File: src/rtl/pipeline_sequencer.sv
// Pipeline control for the five-stage MIPS core: debug run/step sequencing,
// load-use stall detection, branch flushes and the HALT drain to completion.
module pipeline_sequencer #(
  parameter int DRAIN_CYCLES = 4
) (
  input  logic        i_clk,
  input  logic        i_reset,
  input  logic        i_dbg_run,
  input  logic        i_dbg_step,
  input  logic [4:0]  i_id_rs,
  input  logic [4:0]  i_id_rt,
  input  logic        i_id_halt,
  input  logic [4:0]  i_ex_rt,
  input  logic        i_ex_mem_read,
  input  logic        i_ex_branch_taken,
  output logic        o_halt,
  output logic        o_stall,
  output logic        o_pc_write_en,
  output logic        o_flush_ifid,
  output logic        o_flush_idex,
  output logic [2:0]  o_state,
  output logic        o_done,
  output logic [31:0] o_cycle_count
);

  typedef enum logic [2:0] {
    IDLE  = 3'd0,
    RUN   = 3'd1,
    STEP  = 3'd2,
    DRAIN = 3'd3,
    DONE  = 3'd4
  } state_t;

  localparam logic [3:0] DRAIN_LOAD = 4'(DRAIN_CYCLES - 1);

  state_t      state;
  logic [3:0]  drain_cnt;
  logic        done;
  logic [31:0] cycle_count;

  logic advancing;
  logic draining;
  logic load_use;
  logic halt_accept;

  assign advancing = (state == RUN) || (state == STEP);
  assign draining  = (state == DRAIN);

  assign load_use = i_ex_mem_read && (i_ex_rt != 5'd0) &&
                    ((i_ex_rt == i_id_rs) || (i_ex_rt == i_id_rt));

  // A stalled HALT waits for the load to clear; one on the wrong path is dropped.
  assign halt_accept = advancing && i_id_halt && !load_use && !i_ex_branch_taken;

  always_comb begin
    o_halt        = 1'b1;
    o_stall       = 1'b0;
    o_pc_write_en = 1'b0;
    o_flush_ifid  = 1'b0;
    o_flush_idex  = 1'b0;
    if (advancing) begin
      o_halt = 1'b0;
      if (i_ex_branch_taken) begin
        o_flush_ifid  = 1'b1;
        o_flush_idex  = 1'b1;
        o_pc_write_en = 1'b1;
      end else if (load_use) begin
        o_stall      = 1'b1;
        o_flush_idex = 1'b1;
      end else begin
        o_pc_write_en = 1'b1;
      end
    end else if (draining) begin
      o_halt       = 1'b0;
      o_flush_ifid = 1'b1;
    end
  end

  always_ff @(posedge i_clk or posedge i_reset) begin
    if (i_reset) begin
      state       <= IDLE;
      drain_cnt   <= 4'd0;
      done        <= 1'b0;
      cycle_count <= 32'd0;
    end else begin
      if (!o_halt)
        cycle_count <= cycle_count + 32'd1;
      case (state)
        IDLE: begin
          done <= 1'b0;
          if (i_dbg_run)
            state <= RUN;
          else if (i_dbg_step)
            state <= STEP;
        end
        RUN: begin
          if (halt_accept) begin
            state     <= DRAIN;
            drain_cnt <= DRAIN_LOAD;
          end
        end
        STEP: begin
          if (halt_accept) begin
            state     <= DRAIN;
            drain_cnt <= DRAIN_LOAD;
          end else begin
            state <= IDLE;
          end
        end
        DRAIN: begin
          if (drain_cnt == 4'd0) begin
            state <= DONE;
            done  <= 1'b1;
          end else begin
            drain_cnt <= drain_cnt - 4'd1;
          end
        end
        DONE: begin
          done <= 1'b1;
        end
        default: begin
          state     <= IDLE;
          drain_cnt <= 4'd0;
          done      <= 1'b0;
        end
      endcase
    end
  end

  assign o_state       = state;
  assign o_done        = done;
  assign o_cycle_count = cycle_count;

endmodule

File: config.mk
export PLATFORM = sky130hd
export DESIGN_NAME = pipeline_sequencer
export DESIGN_NICKNAME = d
export VERILOG_FILES = /design/src/rtl/pipeline_sequencer.sv
export SDC_FILE = /design/constraint.sdc
export NUM_CORES = 1
export LEC_CHECK = 0
export ABC_AREA = 1
export CORE_MARGIN = 8
export CORE_UTILIZATION = 52
export CTS_BUF_LIST = sky130_fd_sc_hd__clkbuf_8 sky130_fd_sc_hd__clkbuf_16
export DETAILED_ROUTE_END_ITERATION = 16
export HOLD_SLACK_MARGIN = 0.03
export MAX_ROUTING_LAYER = met4
export PLACE_DENSITY = 0.95
export SLEW_MARGIN = 20
export SYNTH_ARGS = -nofsm -noshare
export SYNTH_HDL_FRONTEND = slang
export SYNTH_SLANG_ARGS = --single-unit
File: constraint.sdc
create_clock -name i_clk -period 4.7 [get_ports i_clk]
set_input_delay 0.94 -clock i_clk [delete_from_list [all_inputs] [get_ports i_clk]]
set_output_delay 0.94 -clock i_clk [all_outputs]
set_load 0.02 [all_outputs]
==> flow_results.org <==
** Place
- Estimated wirelength of the detail-placed design :: 4341 um
- Buffers on Ports :: 62
- At the end of routability-driven placement, the weighted congestion stood at 0.9004.
- Minimum setup slack after placement :: 0.9627 ns
- Placed insts :: 429
- Area after DPL :: 3072 um^2

** Floorplan
- From bottom edge to top edge, the die measures 83.63 um.
- FP Rows :: 24
- Die width :: 83.63 um
- For this design the top-level I/O count stands at 63.
- For this configuration, the core starts out at a cell density of 54.25%.
- Area of the core region :: 4384 um^2
- The die covers 6994 um^2.

** Routing
- Initial DRC Count :: 109
- The first TritonRoute pass finished after 4 iterations.
- The routed layout has 2197 vias.
- For this run, design rule violations remaining after detail routing come to 0.
- Count of antenna-violating nets left after detailed routing :: 0
- After detailed routing, the number of vias per cell comes to 5.027.
- Summed over all layers, the routed wires come to 5513 um.
- Average detailed-routed wire length per instance :: 12.62 um

** STA
- After layout, the worst path uses 80.30% of the clock period.
- The tightest hold path in the finished design has a slack of 0.4997 ns.
- Setup clock skew after layout :: 0.01052 ns
- In the final timing run, aggregate negative setup slack is 0 ns.
- The worst pin sits at a relative slew slack of 68.18%.
- Post-route setup slack :: 0.9257 ns
- The number of max-slew violations in the final report is 0.
- Tightest Pin Transition :: 0.4773 ns
- The hold violation count in the final report was 0.
- Setup violations remaining at the end of the flow were counted as 0.
- Time the worst path needs with I/O delays and setup :: 3.774 ns
- Highest attainable clock frequency :: 265.0 MHz
- Unrepaired setup endpoints after global routing :: no

** Worst setup path
- Worst path most repeated cell :: nand2_1
- R2r worst-path depth :: 9
- Type of element launching the critical path :: input port
- Required time of the worst setup path :: 3.76 ns
- Standard cell with the maximum stage delay on the critical path :: clkdlybuf4s50_1
- The worst setup path is captured at an output pin.
- Critical register-to-register path endpoint :: o_cycle_count[30]
- Category of the most critical setup path :: input port to output pin
- Critical Path, Cell by Cell :: clkdlybuf4s50_1, inv_1, nand2_1, nand2_1, nor2_1, nand3_1, nand2_1, nand2_1, a21oi_1, clkdlybuf4s50_1
- Data arrives at the worst endpoint at 2.83 ns.
- In this design, the stage delay of the slowest critical-path cell is 0.65 ns.
- The startpoint identified for the worst register-to-register timing path is o_cycle_count[0].
- Of all nets on the critical path, the largest fanout is 4.
- In this run the register-to-register setup slack is 2.95 ns.

** Finish
- Share of final-layout standard cells stronger than drive strength 1 :: 9.351%
- Excluding fillers, the count of instances in the completed layout stands at 437.
- Once layout is complete, the utilization of the core stands at 72.60%.
- The area growth from synthesis to layout is 33.82%.
- For this run, the post-layout net count is 408.
- Count of antenna diodes in the layout :: 0
- Final standard cell area without fillers :: 3183 um^2

** Power
- Total leakage power :: 1.580 nW
- Switch share :: 41.24%
- PwrDens :: 436.9 nW/um^2
- Sequential cell fraction of total power :: 34.2%
- Of the total power, combinational logic draws 45.6%.
- Highest ir drop seen on vdd :: 248.0 uV
- Net switching power of the design :: 0.5735 mW
- The clock network burns 20.2% of the power.
- P_int :: 0.8171 mW
- Overall power consumption after layout is estimated at 1.391 mW.

** Clock network
- Setup repair bufs after CTS :: 0
- Buffer levels on the longest clock path :: 2
- Resized Gates After CTS :: 0
- Clock Pin Slew Worst Setup and Hold Paths :: 0.08 ns
- The number of clock buffers added by TritonCTS is 5.
- Depth of the CTS H-tree :: 2
- Clock sinks :: 40
- Clock latency on the worst-skew pair, taken at its later pin, is 0.30 ns.
- The number of hold buffers added after CTS was 0.
- The tree is rooted in a clkbuf_8.
- TritonCTS built the clock tree.

** Global route
- Global-route wire length before repair :: 9494 um
- Initial antenna violation count :: 0
- Global-route layer with the greatest usage :: met2
- Vias in the first global route :: 2225
- Met2 demand-to-capacity share in global routing :: 30.11%
- For this run, global-route usage on met1 was measured as 15.85%.
- Global routing used 16.50% of the available tracks across all layers.
- For met3 alone, demand over resource in global routing was 5.273%.
- Pin count of the biggest net entering global routing :: 41
- Summed over all layers, the global routing overflow is 0.

** Yosys
- Proportion of netlist area held by the largest area contributor :: 42.08%
- Post-synthesis net count :: 338
- Number of warning messages in the yosys log :: 0
- The biggest area contributor in the post-synthesis netlist is dfrtp_1.
- Dividing the synthesized area by the synthesized cell count gives 7.575 um^2.
- In this run, distinct cell masters in the synthesized netlist total 26.
- By area the synthesized netlist is led by dfrtp_1 42%, nand2_1 14%, inv_1 7.6%.
- Post-Syn Instances :: 314
- Cell Area, Synth :: 2379 um^2
- In this run, synthesis produced a sequential element count of 40.
- Portion of the post-synthesis area used by sequential elements :: 42.08%

** Min path
- Min-Delay Startpoint :: drain_cnt[1]
- The worst hold path was traced through 2 stages.
- Worst-case hold path end point :: drain_cnt[1]
- Hold Path Class :: flop to flop

** Flow run
- Max-cap violations in this run came to 0.

** Run status
- The run finished with clean final reports.
-- power by group through the flow --
stage / combinational, mW / sequential (mW) / clock (mW)
detailed placement: 0.635 / 0.481 / 0
CTS: 0.638 / 0.476 / 0.281
finish: 0.635 / 0.475 / 0.280
floorplan: 0.367 / 0.517 / 0
global route: 0.697 / 0.484 / 0.297
global placement: 0.617 / 0.479 / 0
-- how the worst max path moves through the flow --
stage	start	to	slack, ns	depth (start not counted)
after detailed placement	i_ex_rt[0]	o_flush_idex	0.96	10
after global placement	i_ex_rt[4]	o_flush_idex	1.05	10
after global routing	i_ex_rt[4]	o_flush_idex	0.80	10
final	i_ex_rt[0]	o_flush_idex	0.93	10
after floorplan	i_ex_rt[4]	o_flush_idex	2.03	8
after CTS	i_ex_rt[0]	o_flush_idex	0.96	10
-- cell usage after synthesis --
| master | count |
|---|---|
| nand3_1 | 19 |
| nor2_2 | 5 |
| nor2_4 | 2 |
| ha_1 | 2 |
| nor3_1 | 8 |
| nand3_2 | 4 |
| inv_1 | 48 |
| o21ai_0 | 7 |
| a21oi_1 | 3 |
| xor2_1 | 18 |
| o21ai_2 | 1 |
| inv_2 | 4 |
| nor3_2 | 1 |
| dfrtp_1 | 40 |
| xnor2_1 | 13 |
| nand4_1 | 6 |
| nor2_1 | 28 |
| nor4_1 | 2 |
| nand2_4 | 1 |
| a31oi_1 | 2 |
| nand2_2 | 6 |
| inv_4 | 1 |
| or2_2 | 1 |
| o21ai_1 | 1 |
| nand2_1 | 90 |
| nor3_4 | 1 |
-- sequential cells by signal (all words and copies together) (netlist names) --
name,cells
drain_cnt,4
o_cycle_count,32
o_done,1
o_state,3
-- worst max-delay path: cells and delay by family --
kind / cells / cell delay [ns]
buffers and inverters: 3 / 1.26
AND/OR/NAND/NOR: 6 / 0.47
AO/OA/AOI/OAI: 1 / 0.17
-- routing by layer --
metal  vias up  wire [um]
met5         -          0
li1       1112          -
met2        66       2866
met3         6        357
met1      1013       2240
met4         0         48
-- layout by cell type, fill, tap and decap left out --
| cell type | instances |
|---|---|
| nor2_4 | 2 |
| ha_1 | 2 |
| nor3_1 | 8 |
| inv_1 | 48 |
| nor3_4 | 1 |
| clkbuf_8 | 5 |
| nand2_4 | 1 |
| nand3_1 | 19 |
| clkdlybuf4s50_1 | 62 |
| xor2_1 | 18 |
| nand4_1 | 6 |
| o21ai_1 | 1 |
| nor2_1 | 28 |
| or2_2 | 1 |
| dfrtp_1 | 40 |
| inv_4 | 1 |
| o21ai_0 | 7 |
| a31oi_1 | 2 |
| inv_2 | 4 |
| buf_4 | 1 |
| o21ai_2 | 1 |
| nand2_1 | 90 |
| nor3_2 | 1 |
| nor4_1 | 2 |
| bufinv_16 | 1 |
| a21oi_1 | 3 |
| nand2_2 | 6 |
| nand3_2 | 4 |
| xnor2_1 | 13 |
| nor2_2 | 5 |
| clkinv_2 | 1 |
| clkinvlp_4 | 1 |
-- kinds of logic after synthesis --
group | share of synthesized area, %
AOI/OAI and AO/OA | 3.208
xor gates and xnor gates | 11.42
adders and majority gates | 1.052
buffers and inverters | 8.469
DFF | 42.08
and+or+nand+nor | 33.77
-- cell type report --
cell class,count,area (um^2)
tap,52,65.06
fill,319,1201
clock inverter,3,42.54
sequential,40,1001
timing repair buffer,63,628.1
multi-input combinational,221,1176
clock buffer,5,68.82
inverter,53,201.4
Note: power is estimated with default switching activity, not from simulation.
